## config.mk

```make
export PLATFORM = sky130hd
export DESIGN_NAME = vram_slot_ctrl
export DESIGN_NICKNAME = d
export VERILOG_FILES = /design/src/rtl/vram_slot_ctrl.sv
export SDC_FILE = /design/constraint.sdc
export NUM_CORES = 1
export LEC_CHECK = 0
export CAP_MARGIN = 10
export CORE_ASPECT_RATIO = 1.75
export CORE_MARGIN = 5
export CORE_UTILIZATION = 33
export CTS_BUF_LIST = sky130_fd_sc_hd__clkbuf_8 sky130_fd_sc_hd__clkbuf_16
export CTS_CLUSTER_DIAMETER = 150
export CTS_CLUSTER_SIZE = 40
export DETAILED_ROUTE_END_ITERATION = 12
export GPL_ROUTABILITY_DRIVEN = 0
export GPL_TIMING_DRIVEN = 0
export HOLD_SLACK_MARGIN = 0.05
export PLACE_DENSITY = 0.77
export SLEW_MARGIN = 20
export SYNTH_ARGS = -nofsm -noshare
export SYNTH_HDL_FRONTEND = slang
export SYNTH_SLANG_ARGS = --single-unit
export TNS_END_PERCENT = 10
```

## constraint.sdc

```tcl
create_clock -name clk -period 2.7 [get_ports clk]
set_clock_uncertainty 0.15 [all_clocks]
set_input_delay 0.54 -clock clk [delete_from_list [all_inputs] [get_ports clk]]
set_output_delay 0.54 -clock clk [all_outputs]
set_load 0.02 [all_outputs]
```

## src/rtl/vram_slot_ctrl.sv

```systemverilog
// Time-slot arbiter for the single-port video RAM. It serves NCH display fetch
// channels and the 68k CPU port, and holds the playfield vertical scroll counter.

module vram_slot_lane #(
    parameter int DW   = 16,
    parameter int CW   = 2,
    parameter int LANE = 0
) (
    input  logic          clk,
    input  logic          rst,
    input  logic          v1,
    input  logic [CW-1:0] ch1,
    input  logic          v2,
    input  logic [CW-1:0] ch2,
    input  logic [DW-1:0] rdata,
    output logic [DW-1:0] data,
    output logic          valid
);
    localparam logic [CW-1:0] ID = CW'(LANE);

    // Data is captured when the returning word belongs to this lane.
    // The capture then holds until the next fetch for the same lane.
    always_ff @(posedge clk) begin
        if (rst)
            data <= '0;
        else if (v1 && ch1 == ID)
            data <= rdata;
    end

    assign valid = v2 && (ch2 == ID);
endmodule

module vram_slot_ctrl #(
    parameter int AW              = 12,
    parameter int DW              = 16,
    parameter int NCH             = 3,
    parameter int SLOTS           = 4,
    parameter int SCRW            = 9,
    parameter int CPU_IDLE_ACCESS = 1
) (
    input  logic                clk,
    input  logic                rst,
    input  logic                slot_start,
    input  logic [NCH*AW-1:0]   ch_addr,
    output logic [NCH*DW-1:0]   ch_data,
    output logic [NCH-1:0]      ch_valid,
    input  logic                cpu_req,
    input  logic                cpu_we,
    input  logic [DW/8-1:0]     cpu_be,
    input  logic [AW-1:0]       cpu_addr,
    input  logic [DW-1:0]       cpu_wdata,
    output logic [DW-1:0]       cpu_rdata,
    output logic                cpu_ack,
    output logic [AW-1:0]       mem_addr,
    output logic                mem_we,
    output logic [DW/8-1:0]     mem_be,
    output logic [DW-1:0]       mem_wdata,
    input  logic [DW-1:0]       mem_rdata,
    input  logic                vscrl_ld,
    input  logic [SCRW-1:0]     vscrl_val,
    input  logic                line_adv,
    output logic [SCRW-1:0]     pfv,
    output logic                seq_overrun
);
    localparam int SW     = (SLOTS > 1) ? $clog2(SLOTS) : 1;
    localparam int CW     = (NCH > 1) ? $clog2(NCH) : 1;
    localparam int STAGES = 2;
    localparam logic [SW-1:0] LAST_SLOT = SW'(SLOTS - 1);
    localparam logic [SW-1:0] CPU_SLOT  = SW'(NCH);

    typedef enum logic {S_IDLE, S_RUN} state_t;

    typedef struct packed {
        logic          cpu;
        logic [CW-1:0] ch;
    } tag_t;

    state_t                  state;
    logic [SW-1:0]           slot;
    logic                    cpu_out;
    logic                    cpu_seq_done;
    logic                    wr_ack_q;
    logic [STAGES:1]         vld_pipe;
    tag_t [STAGES:1]         tag_pipe;
    logic                    ch_issue;
    logic                    cpu_issue;
    logic [CW-1:0]           ch_sel;
    logic [NCH-1:0][AW-1:0]  ch_addr_a;
    logic [NCH-1:0][DW-1:0]  ch_data_a;

    assign ch_addr_a = ch_addr;
    assign ch_data   = ch_data_a;

    // Slot decode and VRAM port mux. Nothing is issued while rst is high, so
    // reset cycles present an inactive VRAM port.
    always_comb begin
        ch_issue  = 1'b0;
        cpu_issue = 1'b0;
        ch_sel    = slot[CW-1:0];
        if (!rst) begin
            if (state == S_RUN) begin
                if (slot < CPU_SLOT)
                    ch_issue = 1'b1;
                else
                    cpu_issue = cpu_req && !cpu_out && !cpu_seq_done;
            end else begin
                cpu_issue = (CPU_IDLE_ACCESS != 0) && cpu_req && !cpu_out && !slot_start;
            end
        end

        mem_addr  = '0;
        mem_we    = 1'b0;
        mem_be    = '0;
        mem_wdata = '0;
        if (ch_issue) begin
            mem_addr = ch_addr_a[ch_sel];
        end else if (cpu_issue) begin
            mem_addr  = cpu_addr;
            mem_we    = cpu_we;
            mem_be    = cpu_we ? cpu_be : '0;
            mem_wdata = cpu_we ? cpu_wdata : '0;
        end
    end

    // A slot_start that arrives during RUN is only flagged. It is never queued.
    always_ff @(posedge clk) begin
        if (rst) begin
            state        <= S_IDLE;
            slot         <= '0;
            cpu_seq_done <= 1'b0;
            seq_overrun  <= 1'b0;
        end else begin
            case (state)
                S_IDLE: begin
                    if (slot_start) begin
                        state        <= S_RUN;
                        slot         <= '0;
                        cpu_seq_done <= 1'b0;
                    end
                end
                S_RUN: begin
                    if (slot_start)
                        seq_overrun <= 1'b1;
                    if (cpu_issue)
                        cpu_seq_done <= 1'b1;
                    if (slot == LAST_SLOT) begin
                        state <= S_IDLE;
                        slot  <= '0;
                    end else begin
                        slot <= slot + 1'b1;
                    end
                end
                default: state <= S_IDLE;
            endcase
        end
    end

    // Read data is routed by the tag that was issued with the address.
    // Stage 1 covers the RAM access cycle. Stage 2 is the output cycle.
    always_ff @(posedge clk) begin
        if (rst) begin
            vld_pipe  <= '0;
            tag_pipe  <= '0;
            wr_ack_q  <= 1'b0;
            cpu_out   <= 1'b0;
            cpu_rdata <= '0;
        end else begin
            vld_pipe[1]     <= ch_issue || (cpu_issue && !cpu_we);
            tag_pipe[1].cpu <= cpu_issue;
            tag_pipe[1].ch  <= ch_sel;
            vld_pipe[2]     <= vld_pipe[1];
            tag_pipe[2]     <= tag_pipe[1];
            wr_ack_q        <= cpu_issue && cpu_we;
            if (vld_pipe[1] && tag_pipe[1].cpu)
                cpu_rdata <= mem_rdata;
            if (cpu_issue)
                cpu_out <= 1'b1;
            else if (cpu_ack)
                cpu_out <= 1'b0;
        end
    end

    assign cpu_ack = wr_ack_q | (vld_pipe[2] & tag_pipe[2].cpu);

    for (genvar k = 0; k < NCH; k++) begin : g_lane
        vram_slot_lane #(.DW(DW), .CW(CW), .LANE(k)) u_lane (
            .clk   (clk),
            .rst   (rst),
            .v1    (vld_pipe[1] & ~tag_pipe[1].cpu),
            .ch1   (tag_pipe[1].ch),
            .v2    (vld_pipe[2] & ~tag_pipe[2].cpu),
            .ch2   (tag_pipe[2].ch),
            .rdata (mem_rdata),
            .data  (ch_data_a[k]),
            .valid (ch_valid[k])
        );
    end

    // A load takes priority over a line advance in the same cycle.
    always_ff @(posedge clk) begin
        if (rst)
            pfv <= '0;
        else if (vscrl_ld)
            pfv <= vscrl_val;
        else if (line_adv)
            pfv <= pfv + 1'b1;
    end
endmodule

```

==> results_dict.tcl, run 1 <==
set metrics [dict create \
    synth-seq-cells 88 \
    fmax_ghz 0.373 \
    grt_pass1_wl_um 21200 \
    floorplan.initialDensity 0.337 \
    wl_um 13900 \
    cap_violations 0 \
    synth-compound-area-share 0.166 \
    r2r-start "vld_pipe[1]$_SDFF_PP0_" \
    tightestPinTransition_ns 0.802 \
    rows 51 \
    r2r_setup_slack_ns 0.74 \
    synth.area.mux_share 0.0379 \
    ant_nets 0 \
    root_buffer "clkbuf_16" \
    layout_common_cells "clkdlybuf4s50_1, nand2_1, dfxtp_1" \
    cts_tree "yes" \
    port_buffers 204 \
    yosys.area.top_type "dfxtp_1" \
    yosysTopAreaCellShare 0.469 \
    remaining_drc_errors 0 \
    p_clk_frac 0.396 \
    yosysWarningCount 0 \
    setup_tns_ns 0 \
    cts_buffer_depth 2 \
    cts_buffers 9 \
    viasPerCell 5.04 \
    dieArea_sq_mm 0.0137 \
    start_kind "primary input" \
    cellLeakagePower_nw 2.32 \
    hold_viol 0 \
    ios 207 \
    crit_type "primary input to primary output" \
    combPwrFrac 0.162 \
    startpoint "cpu_req" \
    finalSetupViolCount 0 \
    arrival_ns 1.99 \
    wl_per_cell_um 17.0 \
    clk_latency_ns 0.33 \
    hold_path_startpoint "g_lane[1].u_lane.data[7]$_SDFFE_PP0P_" \
    async_flop_share 0 \
    dp_hpwl_um 11200 \
    sequentialPowerShare 0.442 \
    critPathCaptureType "primary output" \
    synth_simple_gate_area_share 0.262 \
    p_per_area_mw_per_mm2 488 \
    syn_area_sq_mm 0.00376 \
    syn-num-nets 560 \
    grt_usage 0.195 \
    fin_hold_ws_ns 0.303 \
    outcome "finished, final reports clean" \
    synth.avg_cell_area_sq_um 8.17 \
    synth-edff-count 0 \
    die_x_um 90.7 \
    grt_overflow 0 \
    required_ns 2.01 \
    synthFlopType "dfxtp_1" \
    drv_slew 0 \
    clock-sinks 88 \
    vias 4130 \
    ir_worst_vdd_v 0.000366 \
    max_slew_margin 0.464 \
    fin_crit_sh 0.992 \
    n_fill_cell 1025 \
    h-tree-depth 3 \
    clk_pin_slew_ns 0.06 \
    antenna_found_initial 0 \
    synth_top_family_by_area "simple AND/OR/NAND/NOR gates" \
    power.internal_mw 2.32 \
    seq_area_frac_synth 0.469 \
    diodes 0 \
    dr.pass1.iters 5 \
    fp.dieH_um 151 \
    layout_min_cycle_time_ns 2.68 \
    nets 782 \
    mostFrequentLayoutCell "clkdlybuf4s50_1" \
    switchingPower_mw 0.772 \
    crit_fanout 5 \
    synth.area.top_cells "dfxtp_1, nand2_1, a21oi_1, a221o_1, mux2i_1" \
    synthXorXnorAreaFrac 0.00932 \
    drt-initial-drc-count 149 \
    syn2layout_area_growth_pct 68.3 \
    rsz0062_at_grt "yes" \
    grt_max_degree 16 \
    synthCells 460 \
    drive_gt1_frac 0.127 \
    synth.distinct_cells 40 \
    synthAdderAreaFrac 0.00666 \
    hold_class "flip-flop to flip-flop" \
    grt_pass1_vias 4296 \
    coreArea_sq_mm 0.0112 \
    p_sw_frac 0.250 \
]
-- final cells by class --
cell class / instances / area (sq um) / share of cell area
flip-flops and latches: 88 / 1770 / 0.279
clock inverters: 7 / 71.3 / 0.0113
multi-input cells: 333 / 1860 / 0.294
repair buffers: 211 / 2030 / 0.321
inverters: 3 / 11.3 / 0.00178
plain buffers: 36 / 195 / 0.0308
well taps: 132 / 165 / 0.0261
clock buffers: 9 / 225 / 0.0356
-- cells in the mapped netlist, drive strengths merged, types with 3 or more instances --
| master | n |
|---|---|
| buf | 17 |
| nand2 | 136 |
| a211oi | 4 |
| nand2b | 3 |
| xor2 | 4 |
| or3 | 4 |
| nor4bb | 4 |
| nand4 | 5 |
| a21oi | 71 |
| clkbuf | 19 |
| a221o | 12 |
| o21ai | 4 |
| inv | 3 |
| and2 | 19 |
| nor2 | 23 |
| dfxtp | 88 |
| a311oi | 4 |
| nor2b | 6 |
| mux2i | 12 |
-- critical path, stage by stage --
cell and delay [ns]:
clkdlybuf4s50_1 0.48, nand2b_2 0.13, a211oi_4 0.29, buf_4 0.17, a221o_1 0.12, clkdlybuf4s15_2 0.26
-- stage by stage --
step                total power [mW]  instances  setup slack (ns)  utilization  cell area (sq um)
floorplan                       1.59        460             0.277            -               3760
global placement                1.88        796            -0.821        0.534               5970
detailed placement              1.89        796            -0.860        0.534               5970
CTS                             3.10        817           -0.0184        0.558               6230
global route                    3.21        819           -0.0261        0.567               6330
finish                          3.09        819            0.0207        0.567               6330
-- power groups by stage --
| stage | Clock (mW) | Combinational, mW | Sequential [mW] |
|---|---|---|---|
| 5_1_grt | 1.30 | 0.532 | 1.37 |
| 3_5_place_dp | 0 | 0.492 | 1.39 |
| 3_3_place_gp | 0 | 0.485 | 1.39 |
| 4_1_cts | 1.24 | 0.490 | 1.37 |
| 2_1_floorplan | 0 | 0.171 | 1.42 |
| 6_report | 1.22 | 0.499 | 1.37 |
-- state kept, by name (all words and copies together) (netlist names) --
signal	count
pfv	9
cpu_out	1
wr_ack_q	1
g_lane.u_lane.data	48
seq_overrun	1
state	1
tag_pipe	6
cpu_rdata	16
cpu_seq_done	1
ch_sel	2
vld_pipe	2
-- repair_timing --
item,in CTS,in global routing
pin swaps,2,3
gates resized for setup,144,30
hold buffers,0,0
setup buffers,5,2
setup endpoints to repair,31,25
-- cells by family after synthesis --
group / count (synthesis)
compound gates: 100
xor+xnor: 4
fa+ha+maj: 2
buf+inv: 39
flops: 88
mux: 14
simple gates: 213
-- per-layer routing --
metal,up-vias,wire length (um),track usage
met5,-,0,0
met2,208,7440,0.372
li1,2002,-,-
met4,0,395,0.0924
met3,24,1470,0.0775
met1,1896,4570,0.175
-- worst paths after layout --
path / to / cells past startpoint
setup reg to reg: g_lane[0].u_lane.data[6]$_SDFFE_PP0P_ / 4
hold reg to reg: g_lane[1].u_lane.data[7]$_SDFFE_PP0P_ / 2
hold / removal: g_lane[1].u_lane.data[7]$_SDFFE_PP0P_ / 2
setup / recovery: mem_addr[11] / 6
Power figures use the tool's default switching activity.
==> inputs of run 2 (changes only) <==
--- a/config.mk
+++ b/config.mk
@@ -8,3 +8,2 @@
 export CAP_MARGIN = 10
-export CORE_ASPECT_RATIO = 1.75
 export CORE_MARGIN = 5
==> constraint.sdc (replaced) <==
create_clock -name clk -period 2.7 [get_ports clk]
set_clock_uncertainty 0.15 [all_clocks]
set_input_delay 0.405 -clock clk [delete_from_list [all_inputs] [get_ports clk]]
set_output_delay 0.405 -clock clk [all_outputs]
set_load 0.02 [all_outputs]
==> results_dict.tcl, run 2 (same netlist as run 1, synthesis figures left out) <==
set metrics [dict create \
    grt_overflow 0 \
    p_per_area_mw_per_mm2 484 \
    finalSetupViolCount 0 \
    rows 39 \
    p_total_mw 3.01 \
    whs_path_depth 2 \
    vias 4045 \
    fin_hold_ws_ns 0.303 \
    dieArea_sq_mm 0.0136 \
    arrival_ns 2.12 \
    remaining_drc_errors 0 \
    start_kind "flip-flop" \
    port_buffers 204 \
    largestRegisters "g_lane.u_lane.data (48), cpu_rdata (16), pfv (9)" \
    required_ns 2.14 \
    layout_min_cycle_time_ns 2.67 \
    critPathCaptureType "primary output" \
    crit_type "flip-flop to primary output" \
    cts_buffers 9 \
    viasPerCell 4.89 \
    drt-initial-drc-count 176 \
    cts_tree "yes" \
    dr.pass1.iters 4 \
    grt_pass1_vias 4258 \
    largest_register_ffs 48 \
    drv_slew 0 \
    path_common_cell "buf_4" \
    ios 207 \
    grt_usage 0.192 \
    ant_nets 0 \
    max_slew_margin 0.578 \
    dp_hpwl_um 11000 \
    fmax_ghz 0.374 \
    clk_latency_ns 0.33 \
    slowest_stage "a2111oi_4" \
    nets 779 \
    floorplan.initialDensity 0.334 \
    cp.buffers_inverters 4 \
    wl_um 13500 \
    wl_per_cell_um 16.3 \
    crit_cells 7 \
    cts_buffer_depth 2 \
    antenna_found_initial 0 \
    rr_worst_depth 5 \
    fin_crit_sh 0.990 \
    rsz0062_at_grt "yes" \
    crit_fanout 9 \
    ir_worst_vdd_v 0.000349 \
    hold_viol 0 \
    hold_class "primary input to flip-flop" \
    clk_pin_slew_ns 0.07 \
    cap_violations 0 \
    syn2layout_area_growth_pct 65.3 \
    final_util 0.551 \
    drive_gt1_frac 0.111 \
    cts_hold_buf 0 \
    regMostFlops "g_lane.u_lane.data" \
    h-tree-depth 3 \
    mostFrequentLayoutCell "clkdlybuf4s50_1" \
    cellLeakagePower_nw 2.25 \
    r2r_setup_slack_ns 0.82 \
    clock-sinks 88 \
    layout_common_cells "clkdlybuf4s50_1, nand2_1, dfxtp_1" \
    root_buffer "clkbuf_16" \
    crit_family "buffers and inverters" \
    diodes 0 \
    die_x_um 117 \
    tightestPinTransition_ns 0.631 \
    grt_pass1_wl_um 20500 \
    outcome "finished, final reports clean" \
    path_cells "buf_6 -> or2_4 -> a2111oi_4 -> buf_4 -> buf_4 -> and2_1 -> clkdlybuf4s18_2" \
    setup_tns_ns 0 \
    coreArea_sq_mm 0.0113 \
    grt_max_degree 17 \
    fp.dieH_um 117 \
    max_stage_delay_ns 0.36 \
]
-- run 2: metrics by stage --
stage / area, sq um / setup slack [ns] / cells
finish: 6210 / 0.0269 / 827
global route: 6210 / -0.0803 / 827
CTS: 6270 / -0.135 / 825
detailed placement: 5980 / -0.543 / 807
global placement: 5980 / -0.502 / 807
floorplan: 3760 / 0.547 / 460
-- run 2: area by class of cell --
cell class | count | area (sq um)
timing repair buffer | 208 | 1950
buffer | 36 | 185
clock inverter | 7 | 53.8
fill | 1003 | 5060
clock buffer | 9 | 225
inverter | 3 | 11.3
tap | 143 | 179
sequential | 88 | 1760
multi-input combinational | 333 | 1840
-- run 2: per-layer routing --
| layer | track usage | vias to the layer above | part of all wire | wire length, um |
|---|---|---|---|---|
| li1 | - | 1994 | - | - |
| met2 | 0.339 | 158 | 0.51 | 6830 |
| met3 | 0.0560 | 25 | 0.076 | 1030 |
| met1 | 0.215 | 1868 | 0.39 | 5230 |
| met4 | 0.0803 | 0 | 0.028 | 373 |
| met5 | 0 | - | 0 | 0 |
-- run 2: final timing paths --
path | from | to
hold reg to reg | g_lane[2].u_lane.data[6]$_SDFFE_PP0P_ | g_lane[2].u_lane.data[6]$_SDFFE_PP0P_
setup / recovery | state$_SDFF_PP0_ | mem_wdata[3]
hold / removal | rst | tag_pipe[1]$_SDFF_PP0_
setup reg to reg | tag_pipe[2]$_SDFF_PP0_ | g_lane[1].u_lane.data[5]$_SDFFE_PP0P_
-- run 2: power by group --
part | total [mW] | leakage, nW | switching, mW | internal [mW]
clock | 1.16 | 0.128 | 0.530 | 0.630
combinational | 0.479 | 1.41 | 0.222 | 0.257
sequential | 1.37 | 0.714 | 0.0341 | 1.33
total | 3.01 | 2.25 | 0.786 | 2.22
-- run 2: what timing repair did --
item	in CTS	in global routing
buffers inserted	2	2
endpoints found under the hold margin	0	0
gates resized for setup	66	50
endpoints found under the setup margin	31	30
pin swaps	2	2
==> inputs of run 3 (changes only) <==
==> constraint.sdc (replaced) <==
create_clock -name clk -period 2.7 [get_ports clk]
set_clock_uncertainty 0.15 [all_clocks]
set_input_delay 0.54 -clock clk [delete_from_list [all_inputs] [get_ports clk]]
set_output_delay 0.54 -clock clk [all_outputs]
set_load 0.02 [all_outputs]
==> results_dict.tcl, run 3 (same netlist as run 1, synthesis figures left out) <==
set metrics [dict create \
    outcome "finished, final reports clean" \
    syn2layout_area_growth_pct 68.8 \
    fmax_ghz 0.371 \
    max_slew_margin 0.578 \
    largest_register_ffs 48 \
    clk_latency_ns 0.33 \
    final_util 0.563 \
    r2r_setup_slack_ns 0.81 \
    cellLeakagePower_nw 2.32 \
    cts_buffers 9 \
    ios 207 \
    fin_crit_sh 1.00 \
    p_per_area_mw_per_mm2 476 \
    critPathCaptureType "primary output" \
    multiInputGateArea_sq_mm 0.00189 \
    grt_pass1_wl_um 20900 \
    port_buffers 204 \
    root_buffer "clkbuf_16" \
    cap_violations 0 \
    floorplan.initialDensity 0.334 \
    arrival_ns 2.01 \
    largestRegisters "g_lane.u_lane.data (48), cpu_rdata (16), pfv (9)" \
    rr_worst_depth 5 \
    vias 4061 \
    hold_path_startpoint "g_lane[2].u_lane.data[6]$_SDFFE_PP0P_" \
    dp_hpwl_um 11000 \
    mostFrequentLayoutCell "clkdlybuf4s50_1" \
    hold_viol 0 \
    clk_pin_slew_ns 0.07 \
    hold_path_end "g_lane[2].u_lane.data[6]$_SDFFE_PP0P_" \
    layout_common_cells "clkdlybuf4s50_1, nand2_1, dfxtp_1" \
    antenna_found_initial 0 \
    tightestPinTransition_ns 0.631 \
    wl_um 13800 \
    drive_gt1_frac 0.137 \
    h-tree-depth 3 \
    fin_area_sq_mm 0.00635 \
    dr.pass1.iters 4 \
    grt_pass1_vias 4320 \
    nets 779 \
    remaining_drc_errors 0 \
    n_fill_cell 997 \
    crit_fanout 5 \
    r2r-start "tag_pipe[2]$_SDFF_PP0_" \
    placed_area_sq_mm 0.00598 \
    finalSetupViolCount 0 \
    grt_overflow 0 \
    rsz0062_at_grt "yes" \
    die_x_um 117 \
    ant_nets 0 \
    grt_usage 0.196 \
    fp.dieH_um 117 \
    rows 39 \
    drv_slew 0 \
    crit_type "primary input to primary output" \
    dieArea_sq_mm 0.0136 \
    diodes 0 \
    whs_path_depth 2 \
    start_kind "primary input" \
    cts_buffer_depth 2 \
    drt-initial-drc-count 173 \
    coreArea_sq_mm 0.0113 \
    required_ns 2.01 \
    wl_per_cell_um 16.7 \
    clock-sinks 88 \
    regMostFlops "g_lane.u_lane.data" \
    grt_max_degree 17 \
    ir_worst_vdd_v 0.000353 \
    viasPerCell 4.91 \
    hold_class "flip-flop to flip-flop" \
    reg2reg_to "g_lane[1].u_lane.data[5]$_SDFFE_PP0P_" \
    cts_tree "yes" \
    seqCellArea_sq_mm 0.00177 \
    layout_min_cycle_time_ns 2.70 \
    cts_hold_buf 0 \
]
[run 3: cell types whose count changed in the layout (fill, tap and decap cells not counted), sizes merged]
cell | previous run | this run
clkdlybuf4s18 | 1 | 0
clkdlybuf4s15 | 4 | 0
clkbuf | 43 | 29
buf | 31 | 51
clkdlybuf4s50 | 172 | 171
[run 3: area by class of cell]
cell class,instances,share of cell area
well taps,143,0.0282
repair buffers,208,0.320
clock buffers,9,0.0355
flip-flops and latches,88,0.278
inverters,3,0.00177
multi-input cells,333,0.297
clock inverters,7,0.00848
plain buffers,36,0.0304
[run 3: report_power, final]
group | switching [mW] | total, mW | internal, mW | leakage (nW)
Clock | 0.534 | 1.16 | 0.630 | 0.128
Combinational | 0.227 | 0.492 | 0.265 | 1.47
Sequential | 0.0341 | 1.37 | 1.33 | 0.715
Total | 0.795 | 3.02 | 2.23 | 2.32
[run 3: how the worst max path moves through the flow]
stage / startpoint / endpoint / slack, ns / cells past startpoint
2_1_floorplan: rst / mem_addr[1] / 0.28 / 5
3_3_place_gp: slot_start / mem_wdata[10] / -0.77 / 6
3_5_place_dp: slot_start / mem_wdata[10] / -0.81 / 6
4_1_cts: state$_SDFF_PP0_ / mem_be[1] / -0.03 / 6
5_1_grt: ch_sel[1]$_SDFFE_PP0P_ / mem_wdata[10] / -0.10 / 7
6_report: cpu_req / mem_wdata[10] / 0.001 / 7
[run 3: timing repair]
item | CTS | global route
gates resized for setup | 167 | 31
endpoints found under the hold margin | 0 | 0
pin swaps | 3 | 13
buffers inserted | 2 | 0
gates cloned | 2 | 0
setup endpoints to repair | 31 | 31
[run 3: metrics by stage]
stage | std cells | hold slack [ns] | power (mW) | setup TNS (ns) | setup WS [ns]
finish | 827 | 0.308 | 3.02 | 0 | 0.00112
global route | 827 | 0.331 | 3.14 | -0.952 | -0.102
CTS | 827 | 0.310 | 3.03 | -0.0729 | -0.0281
detailed placement | 807 | 0.301 | 1.88 | -21.03 | -0.813
global placement | 807 | 0.292 | 1.87 | -20.04 | -0.772
floorplan | 460 | 0.281 | 1.59 | 0 | 0.277
[run 3: per-layer routing]
layer	routed length, um	vias to the layer above	global-route usage
li1	-	1997	-
met5	0	-	0
met2	7010	147	0.350
met3	1010	29	0.0534
met4	414	0	0.0818
met1	5380	1888	0.218
[run 3: worst max-delay path, cell delays in order]
cell and delay (ns):
clkdlybuf4s50_1 0.51, nand2b_4 0.10, a2111oi_4 0.27, buf_4 0.21
buf_6 0.12, and2_4 0.15, buf_6 0.11
